**src/rtl/ula_sequencer.sv**
```systemverilog
// ula_sequencer: request-side front end for the ULA arithmetic unit.
//
// One operation is accepted at a time over a valid/ready request channel.
// Its operands and opcode are registered and held stable on the ULA inputs.
// After ALU_LAT cycles the ULA result and zero flag are sampled, and the
// response is then returned over a valid/ready response channel. Illegal
// opcodes bypass the ULA and produce a flagged response after one cycle.
// Completed responses are counted in a wrapping 16-bit counter.
//
// Optional feature: define ULA_SEQ_FLAGS_EN to register a sign flag
// (rsp_neg_o = result MSB). Without it, rsp_neg_o is tied low.
//
// Parameters:
//   DATA_W  - operand/result width
//   OP_W    - opcode width
//   ALU_LAT - cycles from accept to result sample (1..15)
//
// Ports:
//   clk_i, rst_ni          - clock, asynchronous active-low reset
//   req_valid_i/ready_o    - request handshake
//   req_opcode_i, req_a_i, req_b_i - request payload
//   ula_a_o, ula_b_o, ula_opcode_o - registered ULA inputs
//   ula_out_i, ula_zero_i  - ULA result and zero/compare flag
//   rsp_valid_o/ready_i    - response handshake
//   rsp_result_o, rsp_zero_o, rsp_illegal_o, rsp_neg_o - response payload
//   busy_o                 - high whenever not idle
//   op_count_o             - completed-response counter
module ula_sequencer #(
  parameter int unsigned DATA_W  = 32,
  parameter int unsigned OP_W    = 5,
  parameter int unsigned ALU_LAT = 1
) (
  input  logic              clk_i,
  input  logic              rst_ni,
  input  logic              req_valid_i,
  output logic              req_ready_o,
  input  logic [OP_W-1:0]   req_opcode_i,
  input  logic [DATA_W-1:0] req_a_i,
  input  logic [DATA_W-1:0] req_b_i,
  output logic [DATA_W-1:0] ula_a_o,
  output logic [DATA_W-1:0] ula_b_o,
  output logic [OP_W-1:0]   ula_opcode_o,
  input  logic [DATA_W-1:0] ula_out_i,
  input  logic              ula_zero_i,
  output logic              rsp_valid_o,
  input  logic              rsp_ready_i,
  output logic [DATA_W-1:0] rsp_result_o,
  output logic              rsp_zero_o,
  output logic              rsp_illegal_o,
  output logic              rsp_neg_o,
  output logic              busy_o,
  output logic [15:0]       op_count_o
);

  localparam logic [OP_W-1:0] OpCompare = OP_W'(2);
  localparam logic [OP_W-1:0] OpZeros   = OP_W'(16);
  localparam logic [3:0]      LatCnt    = 4'(ALU_LAT);

  typedef enum logic [1:0] {
    StIdle,
    StExec,
    StResp
  } state_e;

  state_e              state_q, state_d;
  logic [3:0]          cnt_q, cnt_d;
  logic [DATA_W-1:0]   ula_a_q, ula_a_d;
  logic [DATA_W-1:0]   ula_b_q, ula_b_d;
  logic [OP_W-1:0]     ula_op_q, ula_op_d;
  // Marks the in-flight operation as illegal; ula_op_q still holds the
  // previous legal opcode in that case, so it cannot be decoded instead.
  logic                illegal_q, illegal_d;
  logic [DATA_W-1:0]   result_q, result_d;
  logic                zero_q, zero_d;
  logic                rsp_ill_q, rsp_ill_d;
  logic [15:0]         count_q, count_d;
  logic                sample;

  function automatic logic is_illegal(input logic [OP_W-1:0] op);
    return (op == OP_W'(7)) || ((op >= OP_W'(10)) && (op <= OP_W'(15)));
  endfunction

  // Result capture happens on the last EXEC cycle.
  assign sample = (state_q == StExec) && (cnt_q == 4'd1);

  always_comb begin
    state_d   = state_q;
    cnt_d     = cnt_q;
    ula_a_d   = ula_a_q;
    ula_b_d   = ula_b_q;
    ula_op_d  = ula_op_q;
    illegal_d = illegal_q;
    result_d  = result_q;
    zero_d    = zero_q;
    rsp_ill_d = rsp_ill_q;
    count_d   = count_q;

    case (state_q)
      StIdle: begin
        if (req_valid_i) begin
          state_d = StExec;
          if (is_illegal(req_opcode_i)) begin
            // The ULA inputs are left untouched so it never sees a bogus opcode.
            illegal_d = 1'b1;
            cnt_d     = 4'd1;
          end else begin
            illegal_d = 1'b0;
            cnt_d     = LatCnt;
            ula_a_d   = req_a_i;
            ula_b_d   = req_b_i;
            ula_op_d  = req_opcode_i;
          end
        end
      end

      StExec: begin
        if (cnt_q == 4'd1) begin
          state_d = StResp;
          if (illegal_q) begin
            result_d  = '0;
            zero_d    = 1'b0;
            rsp_ill_d = 1'b1;
          end else if (ula_op_q == OpCompare) begin
            // Compare reports only the flag; the ULA's Out is not meaningful.
            result_d  = '0;
            zero_d    = ula_zero_i;
            rsp_ill_d = 1'b0;
          end else begin
            result_d  = ula_out_i;
            zero_d    = (ula_out_i == '0);
            rsp_ill_d = 1'b0;
          end
        end else begin
          cnt_d = cnt_q - 4'd1;
        end
      end

      StResp: begin
        if (rsp_ready_i) begin
          state_d = StIdle;
          count_d = count_q + 16'd1;
        end
      end

      default: state_d = StIdle;
    endcase
  end

  always_ff @(posedge clk_i or negedge rst_ni) begin
    if (!rst_ni) begin
      state_q   <= StIdle;
      cnt_q     <= '0;
      ula_a_q   <= '0;
      ula_b_q   <= '0;
      ula_op_q  <= OpZeros;
      illegal_q <= 1'b0;
      result_q  <= '0;
      zero_q    <= 1'b0;
      rsp_ill_q <= 1'b0;
      count_q   <= '0;
    end else begin
      state_q   <= state_d;
      cnt_q     <= cnt_d;
      ula_a_q   <= ula_a_d;
      ula_b_q   <= ula_b_d;
      ula_op_q  <= ula_op_d;
      illegal_q <= illegal_d;
      result_q  <= result_d;
      zero_q    <= zero_d;
      rsp_ill_q <= rsp_ill_d;
      count_q   <= count_d;
    end
  end

`ifdef ULA_SEQ_FLAGS_EN
  logic neg_q, neg_d;

  always_comb begin
    neg_d = neg_q;
    if (sample) begin
      neg_d = !illegal_q && (ula_op_q != OpCompare) && ula_out_i[DATA_W-1];
    end
  end

  always_ff @(posedge clk_i or negedge rst_ni) begin
    if (!rst_ni) begin
      neg_q <= 1'b0;
    end else begin
      neg_q <= neg_d;
    end
  end

  assign rsp_neg_o = neg_q;
`else
  assign rsp_neg_o = 1'b0;
`endif

  assign req_ready_o   = (state_q == StIdle);
  assign rsp_valid_o   = (state_q == StResp);
  assign busy_o        = (state_q != StIdle);
  assign ula_a_o       = ula_a_q;
  assign ula_b_o       = ula_b_q;
  assign ula_opcode_o  = ula_op_q;
  assign rsp_result_o  = result_q;
  assign rsp_zero_o    = zero_q;
  assign rsp_illegal_o = rsp_ill_q;
  assign op_count_o    = count_q;

endmodule
```
**config.mk**
```make
export PLATFORM = sky130hd
export DESIGN_NAME = ula_sequencer
export DESIGN_NICKNAME = d
export VERILOG_FILES = /design/src/rtl/ula_sequencer.sv
export SDC_FILE = /design/constraint.sdc
export NUM_CORES = 1
export LEC_CHECK = 0
export BUFFER_PORTS_ARGS = -buffer_cell sky130_fd_sc_hd__buf_2
export CAP_MARGIN = 25
export CORE_AREA = 2 2 128 99
export DETAILED_ROUTE_END_ITERATION = 7
export DIE_AREA = 0 0 130 101
export PLACE_DENSITY = 0.76
export SLEW_MARGIN = 20
export SYNTH_ARGS = -nofsm -noshare
export SYNTH_HDL_FRONTEND = slang
export SYNTH_SLANG_ARGS = --single-unit
```
**constraint.sdc**
```tcl
create_clock -name clk_i -period 2.9 [get_ports clk_i]
set_clock_uncertainty 0.05 [all_clocks]
set_input_delay 0.145 -clock clk_i [delete_from_list [all_inputs] [get_ports clk_i]]
set_output_delay 0.145 -clock clk_i [all_outputs]
set_load 0.1 [all_outputs]
```
==> flow_summary.rst <==
.. list-table::
   :header-rows: 1

   * - Metric
     - Value
   * - Via Count
     - 4,231
   * - Unrepaired setup endpoints after global routing
     - no
   * - Met2 usage in global routing
     - 39.2%
   * - Crit path required time
     - 3.13 ns
   * - Width of the die
     - 130 µm
   * - I/O pin cnt
     - 229
   * - Wire length of the first global-routing pass
     - 22.6 mm
   * - Count of flip-flops with a built-in enable after synthesis
     - 0
   * - Global router's overall resource usage
     - 22.3%
   * - Remaining antenna violation count after routing
     - 0
   * - Commonest non-fill, non-tap cells in the layout
     - sky130_fd_sc_hd__buf_2 (226), sky130_fd_sc_hd__dfrtp_1 (125), sky130_fd_sc_hd__dlygate4sd3_1 (104), sky130_fd_sc_hd__mux2_4 (68), sky130_fd_sc_hd__a22o_1 (33)
   * - Worst Setup SP
     - req_opcode_i[1]
   * - Cells along the critical path
     - dlygate4sd3_1 > buf_2 > o21a_1 > a31oi_1 > o21ai_4 > buf_12 > mux2_4
   * - Worst rel slew slack
     - 51.6%
   * - Most Used Layer, Global Route
     - met2
   * - Fraction of final layout cells sized beyond drive strength 1
     - 49.7%
   * - Inserted Clock Buffers
     - 17
   * - Final hold violations
     - 0
   * - Setup slack, reg-to-reg
     - 0.78 ns
   * - Final clock period utilization by the worst path
     - 76.6%
   * - Number of cells upsized or downsized after cts
     - 0
   * - Setup bufs post-CTS
     - 0
   * - Cell depth of the worst hold path
     - 4
   * - Sinks on the clock net
     - 126
   * - Count of routing violations after the opening detailed-route iteration
     - 268
   * - Syn Nets
     - 447
   * - Final TNS setup
     - 0 ns
   * - Routability congestion estimate from global placement
     - 0.828
   * - CP bufs+invs
     - 3
   * - Post-synthesis cell area
     - 5260 µm²
   * - Highest clock frequency the design can meet
     - 450 MHz
   * - Half-perimeter wire length after placement
     - 8.86 mm
   * - Clk buf depth
     - 2
   * - Type of the most critical hold path
     - primary input to flop
   * - Final routed wirelength across all metal layers
     - 14.8 mm
   * - Crit-path slowest cell
     - sky130_fd_sc_hd__o21ai_4
   * - Number of max-cap violations
     - 0
   * - Maximum number of pins on one net before global-route repair
     - 59
   * - CP max stage delay
     - 0.60 ns
   * - Share of synthesized area occupied by flip-flops and latches
     - 60.0%
   * - Crit Reg-Reg Startpoint
     - state_q[1]$_DFFE_PN0P_
   * - Met3 demand-to-capacity share in global routing
     - 6.69%
   * - Hold-critical path endpoint
     - rsp_zero_o$_DFFE_PN0P_
   * - Antenna diode instance count
     - 0
   * - Full die area
     - 13,100 µm²
   * - Endpoint kind of the worst setup timing path
     - flop
   * - Average via count per standard cell
     - 4.94
   * - Hold path startpoint
     - ula_zero_i
   * - Element type at the critical path start
     - primary input
   * - Height of the die
     - 101 µm
   * - Overall overflow remaining after global route
     - 0
   * - Clock transition at the registers of the reported paths
     - 0.06 ns
   * - Worst-skew pair later-pin latency
     - 0.40 ns
   * - Leading cell type in the layout, fill and taps excluded
     - sky130_fd_sc_hd__buf_2
   * - Placeable core region
     - 12,000 µm²
   * - Biggest fanout along the worst timing path
     - 56
   * - Run status
     - complete, no violations
   * - Input/output buffers
     - 227
   * - DRC
     - 0
   * - Mean instance size in the synthesized netlist
     - 15.6 µm²
   * - Post-route minimum period
     - 2.22 ns
   * - CTS tree
     - yes
   * - Area Overhead vs Synth
     - 56.3%
   * - Count of mapped cells out of synthesis
     - 338
   * - Reg-to-Reg End
     - ula_a_o[30]$_DFFE_PN0P_
   * - Routing usage on met1
     - 25.9%
   * - Classification of the worst setup path
     - primary input to flop
   * - Number of distinct library cells after synthesis
     - 40
   * - Final number of setup-violating endpoints
     - 0
   * - Leading register cell type out of synthesis
     - sky130_fd_sc_hd__dfrtp_1
   * - Post-detailed-route wirelength per cell
     - 17.3 µm
   * - Number of warnings printed during yosys synthesis
     - 0
   * - Initial antenna violation count
     - 0
   * - Starting density of the core
     - 44.0%
   * - First-pass DRT Iterations
     - 4
   * - Count of standard-cell rows
     - 35
   * - Synth Register Bits
     - 126
   * - Count of fill cells added during filler insertion
     - 796
   * - Worst r2r path cells
     - 5
   * - Net total in the final layout
     - 786
   * - FFs w/ async S/R, synth
     - 100%
   * - Number of slew-limit violations in the final report
     - 0
   * - Clock tree root driver cell
     - sky130_fd_sc_hd__clkbuf_16
   * - Worst slew pin tran
     - 0.724 ns
   * - Gate family responsible for the most delay along the worst path
     - buffers and inverters
   * - Maximum level of the CTS H-tree
     - 4
   * - Data arrival time of the critical path
     - 2.45 ns
   * - Number of global-route vias before repair
     - 4,547
==> cell usage after synthesis (all sizes together) (3+ instances only) <==
master | n | area, µm²
dfrtp | 125 | 3130
mux2 | 71 | 1050
a22o | 33 | 289
buf | 13 | 121
nor4 | 10 | 75.1
xor2 | 10 | 87.6
nand3 | 9 | 45.0
nor2 | 7 | 28.8
xnor2 | 7 | 61.3
inv | 6 | 22.5
nand2 | 6 | 25.0
nand4 | 5 | 31.3
nor3 | 5 | 36.3
and3 | 4 | 25.0
clkbuf | 3 | 11.3
ha | 3 | 37.5
==> sequential cells by signal (all words and copies together) (netlist names) <==
signal         flops
cnt_q              4
illegal_q          1
op_count_o        16
rsp_illegal_o      1
rsp_result_o      32
rsp_zero_o         1
state_q            2
ula_a_o           32
ula_b_o           32
ula_opcode_o       5
==> kinds of logic after synthesis <==
logic type | share of synthesized area, %
buf+inv | 2.95
flops | 60.0
other cells | 0.0713
fa+ha+maj | 0.714
mux | 20.0
compound gates | 6.78
xor+xnor | 2.83
simple gates | 6.66
==> cell type report <==
class / instances / area [µm²] / share of cell area, %
Multi-Input combinational cell: 190 / 1950 / 23.7
Clock buffer: 19 / 433 / 5.26
Sequential cell: 126 / 3150 / 38.3
Timing Repair Buffer: 336 / 2240 / 27.3
Inverter: 6 / 22.5 / 0.274
Clock inverter: 13 / 214 / 2.60
Tap cell: 166 / 208 / 2.53
==> per-stage QoR <==
step / cell area, µm² / setup WS (ns) / cells / hold WS, ns / utilization [%]
3_5_place_dp: 6540 / 0.795 / 720 / 0.101 / 54.7
5_1_grt: 8230 / 0.612 / 856 / 0.172 / 68.8
4_1_cts: 8230 / 0.737 / 856 / 0.159 / 68.8
3_3_place_gp: 6540 / 0.866 / 720 / 0.0949 / 54.7
6_report: 8230 / 0.678 / 856 / 0.174 / 68.8
2_1_floorplan: 5260 / 0.544 / 338 / -0.201 / -
==> layer usage <==
| layer | vias to the layer above | part of all wire (%) | wire length [µm] |
|---|---|---|---|
| li1 | 1892 | - | - |
| met1 | 2120 | 39 | 5830 |
| met2 | 188 | 52 | 7790 |
| met3 | 31 | 6.3 | 935 |
| met4 | 0 | 2.0 | 298 |
| met5 | - | 0 | 0 |
==> tightest hold or removal path: cells and delay by family <==
kind | cells | cell delay [ns]
simple gates | 1 | 0.11
buf+inv | 1 | 0.07
compound gates | 2 | 0.26
==> what timing repair did <==
| action | in CTS | in global routing |
|---|---|---|
| hold buffers | 104 | 0 |
| hold endpoints to repair | 142 | 0 |
| endpoints found under the setup margin | 0 | 0 |
==> worst max-delay path by stage <==
| stage | to | slack (ns) | depth (start not counted) |
|---|---|---|---|
| floorplan | ula_opcode_o[0]$_DFFE_PN0P_ | 0.54 | 6 |
| global placement | ula_a_o[25]$_DFFE_PN0P_ | 0.87 | 5 |
| detailed placement | ula_a_o[30]$_DFFE_PN0P_ | 0.79 | 5 |
| CTS | ula_a_o[15]$_DFFE_PN0P_ | 0.74 | 7 |
| global route | ula_a_o[30]$_DFFE_PN0P_ | 0.61 | 7 |
| finish | ula_a_o[30]$_DFFE_PN0P_ | 0.68 | 7 |
Power is not shown: default switching activity piles up to over one toggle a cycle in this logic, so the estimate is an artifact.
